`config.mk`:
```
export PLATFORM = sky130hd
export DESIGN_NAME = ibex_prog_loader
export DESIGN_NICKNAME = d
export VERILOG_FILES = /design/src/rtl/ibex_loader_pkg.sv /design/src/rtl/ibex_loader_word_asm.sv /design/src/rtl/ibex_prog_loader.sv
export SDC_FILE = /design/constraint.sdc
export NUM_CORES = 1
export LEC_CHECK = 0
export CAP_MARGIN = 15
export CORE_MARGIN = 10
export CORE_UTILIZATION = 61
export CTS_CLUSTER_DIAMETER = 40
export DETAILED_ROUTE_END_ITERATION = 10
export HOLD_SLACK_MARGIN = 0.08
export PLACE_DENSITY = 0.86
export RECOVER_POWER = 100
export SLEW_MARGIN = 10
export SYNTH_ARGS = -nofsm -noshare
export SYNTH_HDL_FRONTEND = slang
export SYNTH_SLANG_ARGS = --single-unit
```
`constraint.sdc`:
```
create_clock -name clk_sys -period 4.1 [get_ports clk_sys]
set_input_delay 0.615 -clock clk_sys [delete_from_list [all_inputs] [get_ports clk_sys]]
set_output_delay 0.615 -clock clk_sys [all_outputs]
set_load 0.01 [all_outputs]
```
`src/rtl/ibex_loader_pkg.sv`:
```
// Shared types and constants for the instruction-ROM program loader.
package ibex_loader_pkg;

    typedef enum logic [2:0] {
        IDLE,
        LEN,
        DATA,
        SUM,
        DONE,
        ERR
    } loader_state_e;

    localparam logic [3:0]  BE_FULL    = 4'hF;
    localparam int unsigned WORD_BYTES = 4;
    localparam int unsigned WORD_W     = 8 * WORD_BYTES;

endpackage

```
`src/rtl/ibex_loader_word_asm.sv`:
```
// Assembles accepted bytes LSB-first into words; word_c/word_valid_c are valid
// combinationally in the cycle the final byte of a word is accepted.
module ibex_loader_word_asm
    import ibex_loader_pkg::*;
(
    input  logic              clk_sys,
    input  logic              rst_sys_n,
    input  logic              clr,
    input  logic              byte_valid,
    input  logic [7:0]        byte_data,
    output logic [WORD_W-1:0] word_c,
    output logic              word_valid_c
);

    localparam int unsigned CNT_W = $clog2(WORD_BYTES);

    logic [CNT_W-1:0]  cnt_q;
    logic [WORD_W-9:0] part_q;

    // Byte counter wraps naturally after the last byte; partial bytes persist across gaps
    always_ff @(posedge clk_sys or negedge rst_sys_n) begin
        if (!rst_sys_n) begin
            cnt_q  <= '0;
            part_q <= '0;
        end else if (clr) begin
            cnt_q  <= '0;
        end else if (byte_valid) begin
            cnt_q <= cnt_q + CNT_W'(1);
            for (int k = 0; k < int'(WORD_BYTES) - 1; k++) begin
                if (cnt_q == CNT_W'(k)) begin
                    part_q[8*k +: 8] <= byte_data;
                end
            end
        end
    end

    assign word_c       = {byte_data, part_q};
    assign word_valid_c = byte_valid && (cnt_q == CNT_W'(WORD_BYTES - 1));

endmodule

```
`src/rtl/ibex_prog_loader.sv`:
```
// Loads a framed image (LEN, payload words, SUM) into the instruction ROM and
// releases the core from reset only once the checksum matches.
module ibex_prog_loader
    import ibex_loader_pkg::*;
#(
    parameter logic [31:0]  BASE_ADDR = 32'h0000_0000,
    parameter int unsigned  MAX_WORDS = 1024
) (
    input  logic        clk_sys,
    input  logic        rst_sys_n,
    input  logic        start_i,
    input  logic        in_valid_i,
    input  logic [7:0]  in_data_i,
    output logic        in_ready_o,
    output logic        instr_we,
    output logic [3:0]  instr_be,
    output logic [31:0] instr_wdata,
    output logic [31:0] instr_waddr,
    output logic        core_rst_no,
    output logic        done_o,
    output logic        err_o
);

    localparam int unsigned IDX_W = $clog2(MAX_WORDS + 1);

    loader_state_e     state_q, state_d;
    logic [IDX_W-1:0]  idx_q, len_q;
    logic [31:0]       sum_q;
    logic              ready_d, done_d, err_d;
    logic              byte_acc_c, start_acc_c;
    logic [WORD_W-1:0] word_c;
    logic              word_valid_c;

    assign byte_acc_c  = in_valid_i && in_ready_o;
    assign start_acc_c = start_i && (state_q inside {IDLE, DONE, ERR});

    ibex_loader_word_asm u_word_asm (
        .clk_sys      (clk_sys),
        .rst_sys_n    (rst_sys_n),
        .clr          (start_acc_c),
        .byte_valid   (byte_acc_c),
        .byte_data    (in_data_i),
        .word_c       (word_c),
        .word_valid_c (word_valid_c)
    );

    always_ff @(posedge clk_sys or negedge rst_sys_n) begin
        if (!rst_sys_n) begin
            state_q <= IDLE;
        end else begin
            state_q <= state_d;
        end
    end

    always_comb begin
        state_d = state_q;
        ready_d = 1'b0;
        done_d  = 1'b0;
        err_d   = 1'b0;
        case (state_q)
            IDLE, DONE, ERR: begin
                if (start_acc_c) state_d = LEN;
            end
            LEN: begin
                if (word_valid_c) begin
                    if (word_c > 32'(MAX_WORDS))  state_d = ERR;
                    else if (word_c == '0)        state_d = SUM;
                    else                          state_d = DATA;
                end
            end
            DATA: begin
                if (word_valid_c && (idx_q == len_q - IDX_W'(1))) state_d = SUM;
            end
            SUM: begin
                if (word_valid_c) state_d = (word_c == sum_q) ? DONE : ERR;
            end
            default: state_d = IDLE;
        endcase
        ready_d = state_d inside {LEN, DATA, SUM};
        done_d  = (state_d == DONE);
        err_d   = (state_d == ERR);
    end

    // Registered ROM port, status outputs and payload bookkeeping
    always_ff @(posedge clk_sys or negedge rst_sys_n) begin
        if (!rst_sys_n) begin
            idx_q       <= '0;
            len_q       <= '0;
            sum_q       <= '0;
            instr_we    <= 1'b0;
            instr_be    <= '0;
            instr_wdata <= '0;
            instr_waddr <= BASE_ADDR;
            in_ready_o  <= 1'b0;
            done_o      <= 1'b0;
            err_o       <= 1'b0;
            core_rst_no <= 1'b0;
        end else begin
            instr_we    <= 1'b0;
            instr_be    <= '0;
            in_ready_o  <= ready_d;
            done_o      <= done_d;
            err_o       <= err_d;
            core_rst_no <= done_d;
            if (start_acc_c || (state_q == LEN && word_valid_c)) begin
                idx_q <= '0;
                sum_q <= '0;
            end
            if (state_q == LEN && word_valid_c) begin
                len_q <= IDX_W'(word_c);
            end
            if (state_q == DATA && word_valid_c) begin
                instr_we    <= 1'b1;
                instr_be    <= BE_FULL;
                instr_wdata <= word_c;
                instr_waddr <= BASE_ADDR + (32'(idx_q) << 2);
                sum_q       <= sum_q + word_c;
                idx_q       <= idx_q + IDX_W'(1);
            end
        end
    end

endmodule
```
==> impl_metrics.py, run 1 <==
metrics = {
    "run_status": {
        "status": "complete, but fails checks",
        "violations": "capacitance limit, slew limit",
    },
    "sta": {
        "final-setup-viol-count": 0,
        "fmax_ghz": 0.280,
        "worst_pin_slew_ns": 1.69,
        "rsz0062_at_grt": "false",
        "skew_ns": 0.00877,
        "min_period_ns": 3.57,
        "period_share_pct": 87.1,
        "fin_setup_tns_ns": 0,
        "hold_viol_final": 0,
        "relSlewSlack_pct": -12.9,
        "slew_violations": 34,
    },
    "floorplanning": {
        "die-width_um": 129,
        "dieArea_um2": 16700,
        "rows": 39,
        "core_region_area_um2": 11500,
        "die_y_um": 129,
        "ios": 85,
        "start_util_pct": 63.1,
    },
    "synth": {
        "synthArstFlopShare_pct": 100,
        "syn-cell-area_um2": 7260,
        "synth_flop_cell": "dfrtp_1",
        "ys_seq_elements": 130,
        "ys_top_cells_by_area": "dfrtp_1 (45%), nand2_1 (8.8%), ha_1 (6.4%)",
        "synth_top_area_cell": "dfrtp_1",
        "synth_seq_area_share_pct": 44.8,
        "yosys.area.top_type_share_pct": 44.8,
        "synthDistinctLibCells": 64,
        "synth_edf_count": 0,
        "avgSynthCellArea_um2": 9.33,
        "yosysWarningCount": 0,
        "synth_cells": 779,
    },
    "drt": {
        "ant_nets": 0,
        "viasPerCell": 6.11,
        "wire_per_inst_um": 19.1,
        "vias": 6038,
        "drt_first_pass_iters": 5,
        "dr.first_iter.drc_count": 477,
        "route.detailed.drc": 0,
        "routed_wl_um": 18900,
    },
    "global_route": {
        "antenna_found_initial": 0,
        "gr-usage-all-layers_pct": 23.0,
        "overflow": 0,
        "grt_max_degree": 99,
        "grt_pass1_wl_um": 30700,
        "grt_pass1_vias": 6031,
    },
    "power_and_ir_drop": {
        "p_total_uw": 4420,
        "pwr-share-comb_pct": 27.4,
        "p_int_uw": 2810,
        "irDropWorstVdd_v": 0.000505,
        "net-switching-power_uw": 1610,
        "clockPowerShare_pct": 31.2,
        "p_leak_uw": 0.00403,
        "sw_frac_of_total_pct": 36.5,
        "powerDensity_nw_per_um2": 527,
        "p_seq_share_pct": 41.5,
    },
    "finish": {
        "layout-drive-gt1-share_pct": 9.11,
        "fin_nets": 884,
        "areaGrowthSynthToFinish_pct": 15.3,
        "antennaDiodeCount": 0,
        "layout_common_cells": "nand2_1 (171), dfrtp_1 (130), o21ai_0 (55), dlygate4sd3_1 (55), nand3_1 (43)",
        "layout_commonest_cell": "nand2_1",
    },
    "critical_path": {
        "crit_required_ns": 4.35,
        "end_kind": "flop",
        "crit_path_start_kind": "primary input",
        "cp_max_fo": 53,
        "crit_path_end": "sum_q[31]$_DFFE_PN0P_",
        "worstSetupPathType": "primary input to flop",
        "critPathArrivalTime_ns": 3.82,
        "crit_start": "in_valid_i",
        "r2r_start": "u_word_asm.part_q[0]$_DFFE_PN0P_",
        "r2r-end": "sum_q[28]$_DFFE_PN0P_",
        "r2r_setup_slack_ns": 0.58,
        "reg2reg_depth": 11,
    },
    "clock_network": {
        "cts_setup_buffers": 0,
        "cts_made_buffers": 17,
        "cts_resized": 0,
        "clock_path_buffers": 2,
        "cts_tree": "done",
        "cts_root_buf": "clkbuf_16",
        "clkSinkCount": 130,
        "path_clk_slew_ns": 0.06,
        "hold_buffers": 0,
        "htree_levels": 4,
        "clock_latency_ns": 0.42,
    },
    "place": {
        "globalplace.congestion": 0.940,
        "hpwl_um": 13400,
        "io_buffers": 63,
    },
    "job": {
        "max_cap_viol_count": 1,
    },
    "worst_hold_path": {
        "hold_path.class": "flop to flop",
    },
}
## worst min-delay path by stage
stage	from	to	cells past startpoint
finish	instr_wdata[31]$_DFFE_PN0P_	instr_wdata[31]$_DFFE_PN0P_	2
global route	instr_wdata[30]$_DFFE_PN0P_	instr_wdata[30]$_DFFE_PN0P_	2
CTS	rst_sys_n	u_word_asm.cnt_q[1]$_DFFE_PN0P_	1
detailed placement	instr_wdata[31]$_DFFE_PN0P_	instr_wdata[31]$_DFFE_PN0P_	2
global placement	instr_wdata[31]$_DFFE_PN0P_	instr_wdata[31]$_DFFE_PN0P_	2
floorplan	rst_sys_n	done_o$_DFF_PN0_	0
## cell families after synthesis
logic type      after synthesis  synth area share, %
buf+inv                      73                 5.30
flops                       130                 44.8
fa+ha+maj                    38                 6.65
compound gates              145                 13.3
mux                          35                 5.41
xor+xnor                     47                 5.67
simple gates                310                 18.9
other cells                   1               0.0516
## flip-flops by register name, summed over array words and instances, names as in the netlist
name	cells
sum_q	32
idx_q	11
state_q	3
instr_wdata	32
instr_waddr	11
u_word_asm.part_q	24
instr_be	1
err_o	1
u_word_asm.cnt_q	2
len_q	11
done_o	1
in_ready_o	1
## metrics by stage
| stage | util, % | instances | hold slack (ns) | setup WS, ns | cell area, µm² |
|---|---|---|---|---|---|
| after floorplan | - | 799 | 0.319 | 1.35 | 7340 |
| after global placement | 68.8 | 958 | 0.460 | 0.911 | 7920 |
| after detailed placement | 68.8 | 958 | 0.462 | 0.829 | 7920 |
| after CTS | 73.4 | 988 | 0.138 | 1.05 | 8450 |
| after global routing | 72.8 | 988 | 0.499 | 0.351 | 8380 |
| final | 72.8 | 988 | 0.468 | 0.530 | 8380 |
## Yosys cell counts (2+ instances only)
cell / instances
o211ai_1: 3
a211o_1: 2
nand4_1: 6
o21ai_0: 53
o22ai_1: 3
nor2b_1: 6
nand2_1: 171
nor2_1: 32
xnor2_1: 28
a211oi_1: 4
buf_4: 27
dfrtp_1: 130
a22oi_1: 2
xor2_1: 19
o21bai_1: 5
nand3_1: 43
mux2_2: 34
buf_1: 2
o31ai_1: 3
a21o_1: 6
nor3_1: 10
nor4_1: 17
and3_1: 7
nand2b_1: 6
o32ai_1: 2
o41ai_1: 2
or3_1: 4
and2_1: 3
clkbuf_1: 24
a31oi_1: 9
ha_1: 37
inv_1: 16
o21ai_1: 5
a21oi_1: 27
nand3b_1: 2
## worst max-delay path: stages
cell,delay [ns]
dlygate4sd3_1,0.59
and3_1,0.29
nand3_1,0.68
clkinv_1,0.21
clkbuf_2,0.69
a32o_1,0.50
nand3_1,0.08
o311ai_0,0.14
## final cells by class
cell class / instances / area [µm²]
multi-input combinational: 596 / 3670
sequential: 130 / 3250
fill: 847 / 3140
timing repair buffer: 72 / 673
clock buffer: 19 / 453
tap: 143 / 179
clock inverter: 11 / 81.3
inverter: 17 / 63.8
## per-layer routing
layer	share of wire [%]	global-route usage, %	routed length (µm)
met3	7.2	6.53	1370
met1	40	27.5	7610
met2	50	38.4	9380
met5	0	0	0
met4	2.9	9.70	544
## power groups by stage
stage | Sequential, µW | Clock, µW | Combinational (µW)
CTS | 1820 | 1390 | 1220
floorplan | 1670 | 0 | 952
global route | 1840 | 1450 | 1340
finish | 1830 | 1380 | 1210
detailed placement | 1840 | 0 | 1210
global placement | 1830 | 0 | 1170
Note: power is estimated with default switching activity, not from simulation.
==> inputs of run 2 (changes only) <==
--- a/config.mk
+++ b/config.mk
@@ -6,12 +6,14 @@
 export NUM_CORES = 1
 export LEC_CHECK = 0
 export CAP_MARGIN = 15
+export CELL_PAD_IN_SITES_DETAIL_PLACEMENT = 1
+export CELL_PAD_IN_SITES_GLOBAL_PLACEMENT = 1
 export CORE_MARGIN = 10
-export CORE_UTILIZATION = 61
+export CORE_UTILIZATION = 30
 export CTS_CLUSTER_DIAMETER = 40
 export DETAILED_ROUTE_END_ITERATION = 10
 export HOLD_SLACK_MARGIN = 0.08
-export PLACE_DENSITY = 0.86
+export PLACE_DENSITY_LB_ADDON = 0.1
 export RECOVER_POWER = 100
 export SLEW_MARGIN = 10
 export SYNTH_ARGS = -nofsm -noshare
==> run 2 against run 1 <==
Against the previous run: the flow still finishes with violations (capacitance limit, slew limit); setup slack gained 0.084 ns; first-iteration DRC count shrank 16%; register-to-register slack gained 0.05 ns; count of clock-buffer cells in the layout grew 2; sequential cell count is the same; clock power grew 17%; critical path depth grew 2; global-route usage shrank 7.7 points; die area grew 85%; via count shrank 3.4%; combinational power grew 12%; critical path type unchanged.
==> impl_metrics.py, run 2 (same netlist as run 1, synthesis figures left out) <==
metrics = {
    "critical_path": {
        "r2r-end": "sum_q[20]$_DFFE_PN0P_",
        "crit_start": "in_valid_i",
        "r2r_start": "u_word_asm.part_q[0]$_DFFE_PN0P_",
        "crit_required_ns": 4.35,
        "cp_max_fo": 19,
        "reg2reg_depth": 11,
        "worstSetupPathType": "primary input to flop",
        "end_kind": "flop",
        "r2r_setup_slack_ns": 0.63,
        "crit_path_start_kind": "primary input",
        "crit_path_end": "sum_q[31]$_DFFE_PN0P_",
        "critPathArrivalTime_ns": 3.74,
    },
    "run_status": {
        "violations": "capacitance limit, slew limit",
        "status": "complete, but fails checks",
    },
    "finish": {
        "layout_common_cells": "nand2_1 (171), dfrtp_1 (130), o21ai_0 (56), dlygate4sd3_1 (56), nand3_1 (43)",
        "nFillCells": 2771,
        "design_area_um2": 8720,
        "fin_nets": 890,
        "layout_commonest_cell": "nand2_1",
        "top_regs": "instr_wdata x32, sum_q x32, u_word_asm.part_q x24",
        "areaGrowthSynthToFinish_pct": 20.0,
        "multi_input_area_um2": 3680,
        "register_area_um2": 3250,
        "antennaDiodeCount": 0,
        "layout-drive-gt1-share_pct": 9.26,
    },
    "sta": {
        "hold_viol_final": 0,
        "rsz0062_at_grt": "false",
        "fmax_ghz": 0.287,
        "fin_setup_tns_ns": 0,
        "relSlewSlack_pct": -53.6,
        "min_period_ns": 3.49,
        "skew_ns": 0.00999,
        "slew_violations": 90,
        "worst_pin_slew_ns": 2.30,
        "period_share_pct": 85.0,
        "final-setup-viol-count": 0,
    },
    "worst_hold_path": {
        "hold_depth": 2,
        "hold_path.class": "flop to flop",
    },
    "power_and_ir_drop": {
        "clockPowerShare_pct": 33.7,
        "sw_frac_of_total_pct": 36.3,
        "irDropWorstVdd_v": 0.000290,
        "pwr-share-comb_pct": 28.4,
        "net-switching-power_uw": 1730,
        "p_seq_share_pct": 37.9,
        "powerDensity_nw_per_um2": 547,
        "p_int_uw": 3040,
        "p_leak_uw": 0.00410,
    },
    "drt": {
        "routed_wl_um": 23100,
        "viasPerCell": 4.98,
        "route.detailed.drc": 0,
        "wire_per_inst_um": 19.7,
        "ant_nets": 0,
        "dr.first_iter.drc_count": 403,
        "drt_first_pass_iters": 4,
        "vias": 5835,
    },
    "global_route": {
        "gr-usage-all-layers_pct": 15.3,
        "antenna_found_initial": 0,
        "grt_pass1_wl_um": 37100,
        "grt_max_degree": 90,
        "overflow": 0,
        "grt_pass1_vias": 6312,
    },
    "job": {
        "max_cap_viol_count": 1,
    },
    "floorplanning": {
        "ios": 85,
        "core_region_area_um2": 23700,
        "start_util_pct": 30.7,
        "die_y_um": 176,
        "rows": 56,
        "die-width_um": 176,
        "dieArea_um2": 30800,
    },
    "clock_network": {
        "cts_made_buffers": 17,
        "clkSinkCount": 130,
        "clock_path_buffers": 2,
        "path_clk_slew_ns": 0.06,
        "htree_levels": 4,
        "cts_root_buf": "clkbuf_16",
        "hold_buffers": 0,
        "clock_latency_ns": 0.42,
        "cts_tree": "done",
        "cts_resized": 0,
        "cts_setup_buffers": 0,
    },
    "place": {
        "hpwl_um": 16900,
        "placed_area_um2": 8170,
        "globalplace.congestion": 0.870,
        "io_buffers": 63,
    },
}
[run 2: changes by cell type in the layout (fill, tap and decap cells not counted), sizes merged]
cell	previous run	this run
buf	2	8
bufinv	0	3
dlygate4sd3	55	56
clkinvlp	6	3
clkbuf	27	29
clkdlybuf4s50	7	6
clkinv	3	4
inv	19	18
[run 2: stage by stage]
| stage | worst slack [ns] | power (µW) | hold slack [ns] | instances | util (%) |
|---|---|---|---|---|---|
| finish | 0.613 | 4770 | 0.466 | 1172 | 36.8 |
| global route | 0.368 | 5070 | 0.488 | 1172 | 36.8 |
| CTS | 0.958 | 4860 | 0.320 | 1172 | 37.1 |
| detailed placement | 0.720 | 3220 | 0.464 | 1140 | 34.5 |
| global placement | 0.791 | 3180 | 0.461 | 1140 | 34.5 |
| floorplan | 1.35 | 2620 | 0.319 | 799 | - |
[run 2: routing by layer]
| metal | GRT usage, % | vias up | part of all wire (%) |
|---|---|---|---|
| li1 | - | 2797 | - |
| met1 | 19.6 | 2935 | 44 |
| met2 | 25.7 | 89 | 50 |
| met3 | 3.56 | 14 | 4.9 |
| met4 | 3.60 | 0 | 1.3 |
| met5 | 0 | - | 0 |
[run 2: layout make-up]
class / instances / share of cell area (%)
multi-input combinational: 596 / 42.2
sequential: 130 / 37.3
timing repair buffer: 78 / 8.18
clock buffer: 21 / 5.28
tap: 319 / 4.58
clock inverter: 11 / 1.75
inverter: 17 / 0.732
[run 2: power by group through the flow]
| stage | Sequential [µW] | Clock, µW | Combinational, µW |
|---|---|---|---|
| 4_1_cts | 1820 | 1650 | 1390 |
| 5_1_grt | 1840 | 1720 | 1510 |
| 3_3_place_gp | 1830 | 0 | 1350 |
| 3_5_place_dp | 1840 | 0 | 1380 |
| 6_report | 1810 | 1610 | 1350 |
| 2_1_floorplan | 1670 | 0 | 952 |
[run 2: worst min-delay path by stage]
| stage | from | to | slack [ns] |
|---|---|---|---|
| 3_5_place_dp | instr_wdata[2]$_DFFE_PN0P_ | instr_wdata[2]$_DFFE_PN0P_ | 0.46 |
| 3_3_place_gp | instr_waddr[7]$_DFFE_PN0P_ | instr_waddr[7]$_DFFE_PN0P_ | 0.46 |
| 2_1_floorplan | rst_sys_n | done_o$_DFF_PN0_ | 0.32 |
| 6_report | instr_wdata[2]$_DFFE_PN0P_ | instr_wdata[2]$_DFFE_PN0P_ | 0.47 |
| 5_1_grt | instr_wdata[2]$_DFFE_PN0P_ | instr_wdata[2]$_DFFE_PN0P_ | 0.49 |
| 4_1_cts | rst_sys_n | instr_wdata[9]$_DFFE_PN0P_ | 0.32 |
[run 2: critical path: stages]
cell and delay (ns):
dlygate4sd3_1 0.60, and3_1 0.35, nand2_1 0.16, nor2_1 0.11, clkbuf_1 0.57, nor2_1 0.15, clkbuf_1 0.55, a32o_1 0.41
nand3_1 0.08, o311ai_0 0.13
==> inputs of run 3 (changes only) <==
==> constraint.sdc (replaced) <==
create_clock -name clk_sys -period 4.35 [get_ports clk_sys]
set_input_delay 0.6525 -clock clk_sys [delete_from_list [all_inputs] [get_ports clk_sys]]
set_output_delay 0.6525 -clock clk_sys [all_outputs]
set_load 0.01 [all_outputs]
==> run 3 against run 2 <==
Against the previous run: the flow still finishes with violations (capacitance limit, slew limit); clock skew shrank 0.0014 ns; core utilization up 0.12 points; via count rose by 2.0%; die area stayed put; final cell count unchanged; register-to-register slack improved by 0.46 ns; design area is 0.32% higher; sequential power fell by 4%; global-route usage up 0.10 points; critical path type unchanged; highest routed layer is now met5.
==> impl_metrics.py, run 3 (same netlist as run 1, synthesis figures left out) <==
metrics = {
    "power_and_ir_drop": {
        "powerDensity_nw_per_um2": 503,
        "irDropWorstVdd_v": 0.000259,
        "p_seq_share_pct": 39.6,
        "pwr-share-comb_pct": 27.4,
        "net-switching-power_uw": 1640,
        "p_int_uw": 2760,
        "clockPowerShare_pct": 33.0,
        "sw_frac_of_total_pct": 37.2,
        "p_leak_uw": 0.00410,
    },
    "floorplanning": {
        "die_y_um": 176,
        "die-width_um": 176,
        "ios": 85,
        "start_util_pct": 30.7,
        "dieArea_um2": 30800,
        "rows": 56,
        "core_region_area_um2": 23700,
    },
    "critical_path": {
        "r2r-end": "idx_q[7]$_DFFE_PN0P_",
        "crit_path_start_kind": "primary input",
        "slowest_delay_ns": 0.69,
        "end_kind": "flop",
        "critPathArrivalTime_ns": 3.90,
        "worst_path_max_delay_cell": "clkbuf_1",
        "r2r_start": "u_word_asm.cnt_q[1]$_DFFE_PN0P_",
        "crit_required_ns": 4.71,
        "path_cells": "dlygate4sd3_1 -> and3_1 -> nand3_4 -> inv_1 -> clkbuf_1 -> buf_4 -> o21ai_0 -> a31oi_1",
        "worstSetupPathType": "primary input to flop",
        "r2r_setup_slack_ns": 1.09,
        "cp_max_fo": 38,
        "reg2reg_depth": 8,
        "critPathBufInv": 4,
        "critical_path.top_delay_family": "buffers and inverters",
    },
    "sta": {
        "period_share_pct": 81.5,
        "rsz0062_at_grt": "false",
        "fmax_ghz": 0.282,
        "worst_pin_slew_ns": 2.18,
        "hold_viol_final": 0,
        "final-setup-viol-count": 0,
        "slew_violations": 69,
        "relSlewSlack_pct": -45.6,
        "skew_ns": 0.00860,
        "min_period_ns": 3.55,
        "fin_setup_tns_ns": 0,
    },
    "clock_network": {
        "htree_levels": 4,
        "path_clk_slew_ns": 0.06,
        "cts_root_buf": "clkbuf_16",
        "hold_buffers": 0,
        "cts_setup_buffers": 0,
        "clock_latency_ns": 0.44,
        "cts_made_buffers": 17,
        "clkSinkCount": 130,
        "cts_tree": "done",
        "clock_path_buffers": 2,
        "cts_resized": 0,
    },
    "finish": {
        "fin_util_pct": 36.9,
        "multi_input_area_um2": 3710,
        "register_area_um2": 3250,
        "top_regs": "instr_wdata x32, sum_q x32, u_word_asm.part_q x24",
        "layout_commonest_cell": "nand2_1",
        "layout-drive-gt1-share_pct": 10.1,
        "areaGrowthSynthToFinish_pct": 20.4,
        "fin_nets": 890,
        "nFillCells": 2778,
        "antennaDiodeCount": 0,
        "layout_common_cells": "nand2_1 (171), dfrtp_1 (130), dlygate4sd3_1 (55)",
    },
    "place": {
        "hpwl_um": 16600,
        "globalplace.congestion": 0.820,
        "io_buffers": 63,
    },
    "global_route": {
        "grt_pass1_wl_um": 37400,
        "grt_max_degree": 70,
        "grt_pass1_vias": 6499,
        "overflow": 0,
        "gr-usage-all-layers_pct": 15.4,
        "antenna_found_initial": 1,
    },
    "job": {
        "max_cap_viol_count": 2,
    },
    "run_status": {
        "violations": "capacitance limit, slew limit",
        "status": "complete, but fails checks",
    },
    "drt": {
        "drt_first_pass_iters": 4,
        "route.detailed.drc": 0,
        "vias": 5954,
        "wire_per_inst_um": 19.7,
        "viasPerCell": 5.08,
        "dr.first_iter.drc_count": 256,
        "ant_nets": 0,
        "routed_wl_um": 23000,
    },
    "worst_hold_path": {
        "hold_path.class": "primary input to async pin",
    },
}
[run 3: worst max-delay path by stage]
| stage | depth (start not counted) | from | slack [ns] | end |
|---|---|---|---|---|
| after global routing | 8 | in_valid_i | 0.51 | idx_q[7]$_DFFE_PN0P_ |
| after global placement | 10 | in_data_i[1] | 0.92 | in_ready_o$_DFF_PN0_ |
| after floorplan | 11 | u_word_asm.part_q[0]$_DFFE_PN0P_ | 1.60 | sum_q[28]$_DFFE_PN0P_ |
| after detailed placement | 10 | in_data_i[1] | 0.82 | in_ready_o$_DFF_PN0_ |
| after CTS | 11 | u_word_asm.part_q[0]$_DFFE_PN0P_ | 1.14 | sum_q[28]$_DFFE_PN0P_ |
| final | 8 | in_valid_i | 0.80 | idx_q[7]$_DFFE_PN0P_ |
[run 3: per-layer routing]
metal  track usage [%]  share of wire, %
met5                 0             0.056
met4              4.91               1.6
met3              3.39               3.6
met2              26.3                49
met1              19.0                45
[run 3: cell type report]
cell class,instances,area share (%)
clock buffer,18,4.91
clock inverter,14,1.79
inverter,17,0.730
multi-input combinational,596,42.4
sequential,130,37.2
tap,319,4.56
timing repair buffer,78,8.41
[run 3: worst reg2reg max path, cell delays in order, from the launching register on]
cell and delay, ns:
dfrtp_1 0.39, ha_1 0.18, and3_1 0.36, nand3_4 0.44
inv_1 0.19, clkbuf_1 0.69, buf_4 0.52, o21ai_0 0.20
a31oi_1 0.21
[run 3: per-stage QoR]
stage	setup WS (ns)	power (µW)	cells	hold slack, ns	instance area, µm²
after detailed placement	0.819	2990	1140	0.466	8190
after global routing	0.510	4670	1172	0.291	8750
after global placement	0.918	2960	1140	0.461	8190
final	0.804	4400	1172	0.243	8750
after floorplan	1.60	2470	799	0.357	7340
after CTS	1.14	4470	1172	0.268	8770
[run 3: power groups by stage]
stage / sequential (µW) / combinational [µW] / clock (µW)
detailed placement: 1780 / 1210 / 0
finish: 1740 / 1200 / 1450
global route: 1780 / 1350 / 1550
floorplan: 1570 / 897 / 0
global placement: 1770 / 1180 / 0
CTS: 1750 / 1220 / 1490
==> RTL edit 1: new RTL, config.mk and constraints of run 2 <==
Remove the register `err_o`: a continuous assignment takes its place, so the output `err_o` follows one clock earlier.
--- a/src/rtl/ibex_prog_loader.sv
+++ b/src/rtl/ibex_prog_loader.sv
@@ -94,5 +94,4 @@
             in_ready_o  <= 1'b0;
             done_o      <= 1'b0;
-            err_o       <= 1'b0;
             core_rst_no <= 1'b0;
         end else begin
@@ -101,5 +100,4 @@
             in_ready_o  <= ready_d;
             done_o      <= done_d;
-            err_o       <= err_d;
             core_rst_no <= done_d;
             if (start_acc_c || (state_q == LEN && word_valid_c)) begin
@@ -121,3 +119,5 @@
     end
 
+    assign err_o = err_d;
+
 endmodule
Check against the original RTL: not equivalent (Yosys sat finds a counterexample within 10 cycles, from zero or initial values and one cycle with rst_sys_n low).
==> RTL edit 1 against run 2 <==
- the flow still finishes with violations (capacitance limit, slew limit)
- power rose by 1.4%
- count of clock-buffer cells in the layout fell by 3
- core utilization rose by 1.1 points
- design area rose by 2.6%
- setup slack got worse by 280 ps
- first-iteration DRC count fell by 35%
- sequential cell count fell by 1
- wire length rose by 1.4%
- synthesized area fell by 0.34%
- critical path type is now primary input to output port
==> RTL edit 1: results (changes against run 2) <==
Status
  – Status: finished, violations left
  – Violated checks: capacitance limit, slew limit

Placed design
  – Dpl ws: -11.8 ps (-732 ps)
  – Port-buffer cells: 63 (unchanged)
  – HPWL Detailed: 16900 µm (+0.50%)
  – Dpl cell area: 8310 µm² (+1.7%)
  – Routability congestion estimate: 0.848 (-2.5%)

Worst setup path
  – Worst endpoint data arrival time: 3150 ps (-590 ps)
  – Worst R2R Start: u_word_asm.cnt_q[0]$_DFFE_PN0P_
  – CP max stage cell: dlygate4sd3_1
  – Largest delay share family, worst path: simple AND/OR/NAND/NOR gates
  – Delay of the slowest critical-path stage: 580 ps (-20 ps)
  – Crit-path max FO: 5 (-14)
  – CP startpoint: in_data_i[2]

Yosys
  – Sequential share of the synthesized area: 44.6% (-0.19 points)
  – Largest cells by area after synthesis: dfrtp_1, nand2_1, ha_1
  – Synth Warn #: 0 (unchanged)
  – Ys async rst share: 100% (unchanged)
  – Synth top cells by count: nand2_1, dfrtp_1, o21ai_0

Clock tree
  – Hold buffers post-CTS: 0 (unchanged)
  – Clk slew on worst S/H paths: 60 ps (about the same)
  – Num CTS Buffers: 17 (unchanged)
  – CTS max path bufs: 2 (unchanged)
  – Post-CTS Setup Bufs: 0 (unchanged)
  – Root buffer cell: clkbuf_16
  – H-tree depth: 4 (unchanged)
  – Clock Latency Late Sink: 420 ps (about the same)

STA
  – Final setup violation count: 0 (unchanged)
  – Worst slew pin tran: 2170 ps (-132 ps)
  – Slew Viols, Final: 107 (+19%)
  – Fin Clk Skew: 10.3 ps (+0.339 ps)

Route
  – Wire per inst: 19.6 µm (-0.23%)
  – DR pass1 iterations: 5 (+1)
  – Initial DRC count: 262 (-35%)
  – Vias per cell: 4.97 (-0.23%)

Min path
  – HP Class: flip-flop to flip-flop
  – Hold_sp: instr_waddr[11]$_DFFE_PN0P_

Power and ir drop
  – VDD IR max: 0.249 mV (-14%)
  – Lkg Pwr: 0.00424 µW (+3.5%)
  – Int Pwr: 3060 µW (+0.83%)

Global routing
  – Total GRT Usage: 15.5% (+0.14 points)
  – Vias in the first global route: 6447 (+2.1%)
  – Largest net degree at the start of global routing: 96 (+6.7%)
  – First-pass GRT wire length: 37500 µm (+1.2%)

Flow run
  – Max-Cap Viols: 2 (+1)

Final layout
  – Layout cells sized above 1: 12.8% (+3.6 points)
  – ANT cells: 0 (unchanged)
  – # nets final: 909 (+2.1%)
  – Largest regs: instr_wdata: 32 flops, sum_q: 32 flops, u_word_asm.part_q: 24 flops
==> RTL edit 1: changes by cell type after synthesis, sizes merged <==
cell   change
dfrtp      -1
==> RTL edit 1: area by class of cell <==
class,count,area [µm²]
clock inverter,14,176
multi-input combinational,596,3750
clock buffer,18,439
sequential,129,3230
fill,2744,14700
timing repair buffer,98,882
tap,319,399
inverter,17,63.8
==> RTL edit 1: timing repair <==
action,CTS,global route
resized for setup,3,8
setup endpoints to repair,1,1
pin swaps,0,1
==> RTL edit 1: worst paths after layout <==
kind	depth (start not counted)	slack (ps)	end
worst min-delay path	2	470	instr_waddr[11]$_DFFE_PN0P_
worst max register to register	10	680	sum_q[30]$_DFFE_PN0P_
min in group asynchronous	1	800	instr_wdata[9]$_DFFE_PN0P_
max in group asynchronous	2	910	sum_q[3]$_DFFE_PN0P_
worst min register to register	2	470	instr_waddr[11]$_DFFE_PN0P_
worst max-delay path	11	330	err_o
==> RTL edit 1: worst reg2reg max path, stage by stage, from the launching register on <==
cell and delay [ps]:
dfrtp_1 410, ha_1 220, and3_1 250, nand3_4 120, clkbuf_1 370, buf_4 820, inv_1 210, nor2_1 390
buf_4 320, a22oi_1 120, o21ai_0 90
==> RTL edit 1: metrics by stage <==
step                std cells  power (µW)  hold WS, ps
floorplan                 798        2610          319
global placement         1159        3230          458
detailed placement       1159        3250          463
CTS                      1191        4910          285
global route             1191        5110          498
finish                   1191        4830          465
==> RTL edit 1: cells by family (layout without fill, tap and decap cells) <==
logic type      after synthesis  in the layout  synth area share (%)
mux                          35             35                  5.43
fa+ha+maj                    38             38                  6.67
other cells                   1             21                0.0518
xor+xnor                     47             47                  5.69
compound gates              145            145                  13.3
flops                       129            129                  44.6
buf+inv                      73            147                  5.32
simple gates                310            310                  18.9
==> RTL edit 1: routing by layer <==
layer	vias to the layer above	GRT usage [%]	share of wire, %
met5	-	0	0
met4	0	4.77	1.7
met3	22	2.92	2.9
met2	83	26.4	51
met1	2980	19.4	45
li1	2831	-	-
==> RTL edit 1: power by group through the flow <==
stage	clock [µW]	combinational, µW	sequential [µW]
after global routing	1710	1620	1790
final	1610	1460	1770
after global placement	0	1450	1780
after floorplan	0	954	1650
after CTS	1650	1490	1770
after detailed placement	0	1470	1790
==> RTL edit 2: new RTL, flow settings as in run 2 <==
Without the edit above. Set the parameter `MAX_WORDS` to 256 (it was 1024).
--- a/src/rtl/ibex_prog_loader.sv
+++ b/src/rtl/ibex_prog_loader.sv
@@ -5,5 +5,5 @@
 #(
     parameter logic [31:0]  BASE_ADDR = 32'h0000_0000,
-    parameter int unsigned  MAX_WORDS = 1024
+    parameter int unsigned  MAX_WORDS = 256
 ) (
     input  logic        clk_sys,
Check against the original RTL: not equivalent (Yosys sat finds a counterexample within 10 cycles, from zero or initial values and one cycle with rst_sys_n low).
==> RTL edit 2 against run 2 <==
- die area is 1.6% lower
- sequential cell count is 6 lower
- wire length is 3.2% lower
- power is 2.0% lower
- design area is 2.0% lower
- setup slack better by 140 ps
- the run still ends with capacitance limit, slew limit left
- synthesized area is 1.8% lower
- core utilization is 0.32 points lower
- first-iteration DRC count is 23% lower
- final cell count is 0.94% lower
- largest cell class unchanged
==> RTL edit 2: results (changes against run 2) <==
Status
  – Status: finished, violations left
  – Violated checks: capacitance limit, slew limit

Route
  – DR pass1 iterations: 4 (unchanged)
  – Initial DRC count: 312 (-23%)
  – Routed vias: 5722 (-1.9%)
  – Drt total wl: 22300 µm (-3.2%)

Global routing
  – Vias in the first global route: 6232 (-1.3%)
  – Largest net degree at the start of global routing: 94 (+4.4%)
  – Total GRT Usage: 14.9% (-0.44 points)
  – Initial antenna violation count: 0 (unchanged)
  – First-pass GRT wire length: 35900 µm (-3.3%)

Worst setup path
  – R2R depth: 10 (-1)
  – Delay of the slowest critical-path stage: 810 ps (+210 ps)
  – Crit-path max FO: 5 (-14)
  – CP max stage cell: o311ai_1
  – Worst endpoint data arrival time: 3700 ps (-40 ps)
  – Largest delay share family, worst path: compound AO/OA/AOI/OAI gates

Yosys
  – Library cells used by synthesis: 64 (unchanged)
  – Synth top cells by count: nand2_1, dfrtp_1, o21ai_0
  – Post-synthesis compound-gate area fraction: 16.1% (+2.8 points)
  – Adder-cell share of the synthesized area: 6.77% (+0.12 points)
  – XOR/XNOR Fraction of Synth Area: 4.67% (-1.0 points)
  – Count leader, synth: nand2_1
  – Synth Warn #: 0 (unchanged)
  – Multiplexer share of the synthesized area: 4.40% (-1.0 points)
  – Ys async rst share: 100% (unchanged)
  – Largest cells by area after synthesis: dfrtp_1, nand2_1, ha_1
  – Sequential share of the synthesized area: 43.5% (-1.3 points)

Clock tree
  – Clk slew on worst S/H paths: 60 ps (about the same)
  – CTS max path bufs: 2 (unchanged)
  – Root buffer cell: clkbuf_16
  – Num CTS Buffers: 17 (unchanged)
  – Clock Latency Late Sink: 430 ps
  – Post-cts resize count: 0 (unchanged)
  – H-tree depth: 4 (unchanged)
  – Post-CTS Setup Bufs: 0 (unchanged)

Min path
  – HP Class: flip-flop to flip-flop
  – Worst Hold Depth: 2 (unchanged)

STA
  – Final hold violations: 0 (unchanged)
  – Fin Clk Skew: 9.42 ps (-0.563 ps)
  – Max-slew headroom: -17.1% (+36 points)
  – Slew Viols, Final: 62 (-31%)

Flow run
  – Max-Cap Viols: 1 (unchanged)

Final layout
  – Layout cells sized above 1: 9.03% (-0.24 points)
  – ANT cells: 0 (unchanged)
  – # nets final: 879 (-1.2%)
  – Largest regs: instr_wdata: 32 flops, sum_q: 32 flops, u_word_asm.part_q: 24 flops
  – Number of fill cells: 2737 (-1.2%)

Placed design
  – HPWL Detailed: 16300 µm (-3.1%)
  – Port-buffer cells: 61 (-3.2%)
  – Routability congestion estimate: 0.839 (-3.5%)

Power and ir drop
  – Lkg Pwr: 0.00409 µW (-0.28%)
  – VDD IR max: 0.274 mV (-5.7%)
## RTL edit 2: stage by stage
stage	cell area, µm²	std cells	worst slack, ps	hold WS [ps]
6_report	8540	1161	754	466
5_1_grt	8540	1161	487	495
4_1_cts	8600	1161	1140	351
3_5_place_dp	7950	1129	785	466
3_3_place_gp	7950	1129	890	461
2_1_floorplan	7210	805	1600	319
## RTL edit 2: report_power, final
| group | leakage (µW) | switching, µW | internal (µW) |
|---|---|---|---|
| Sequential | 0.00165 | 325 | 1420 |
| Combinational | 0.00213 | 753 | 495 |
| Clock | 0.000305 | 576 | 1110 |
## RTL edit 2: worst reg2reg max path: cells and delay by family (launching register included)
| kind | cells | cell delay (ps) |
|---|---|---|
| simple gates | 4 | 560 |
| flops | 1 | 530 |
| compound gates | 5 | 1660 |
| fa+ha+maj | 1 | 540 |
## RTL edit 2: kinds of logic after synthesis
| family | after synthesis |
|---|---|
| adders and majority gates | 38 |
| and+or+nand+nor | 294 |
| AOI/OAI and AO/OA | 173 |
| other | 1 |
| muxes | 28 |
| xor gates and xnor gates | 38 |
| buffers and inverters | 87 |
| DFF | 124 |
## RTL edit 2: worst paths after layout
| kind | from | end | slack [ps] |
|---|---|---|---|
| max reg2reg | u_word_asm.part_q[5]$_DFFE_PN0P_ | sum_q[31]$_DFFE_PN0P_ | 750 |
| min in group asynchronous | rst_sys_n | sum_q[4]$_DFFE_PN0P_ | 680 |
| max in group asynchronous | rst_sys_n | sum_q[28]$_DFFE_PN0P_ | 1740 |
| min | instr_waddr[5]$_DFFE_PN0P_ | instr_waddr[5]$_DFFE_PN0P_ | 470 |
| min reg2reg | instr_waddr[5]$_DFFE_PN0P_ | instr_waddr[5]$_DFFE_PN0P_ | 470 |
| max | u_word_asm.part_q[5]$_DFFE_PN0P_ | sum_q[31]$_DFFE_PN0P_ | 750 |
## RTL edit 2: metal layers
| metal | global-route usage (%) | routed length (µm) | vias to the layer above |
|---|---|---|---|
| li1 | - | - | 2757 |
| met1 | 18.5 | 10300 | 2848 |
| met2 | 25.1 | 11000 | 87 |
| met3 | 2.84 | 627 | 30 |
| met4 | 5.49 | 479 | 0 |
| met5 | 0 | 0 | - |
## RTL edit 2: layout make-up
cell class	count	share of cell area (%)
Tap cell	319	4.67
Sequential cell	124	36.3
Inverter	20	0.879
Multi-Input combinational cell	594	42.6
Timing Repair Buffer	72	7.90
Clock buffer	21	5.39
Clock inverter	11	2.23
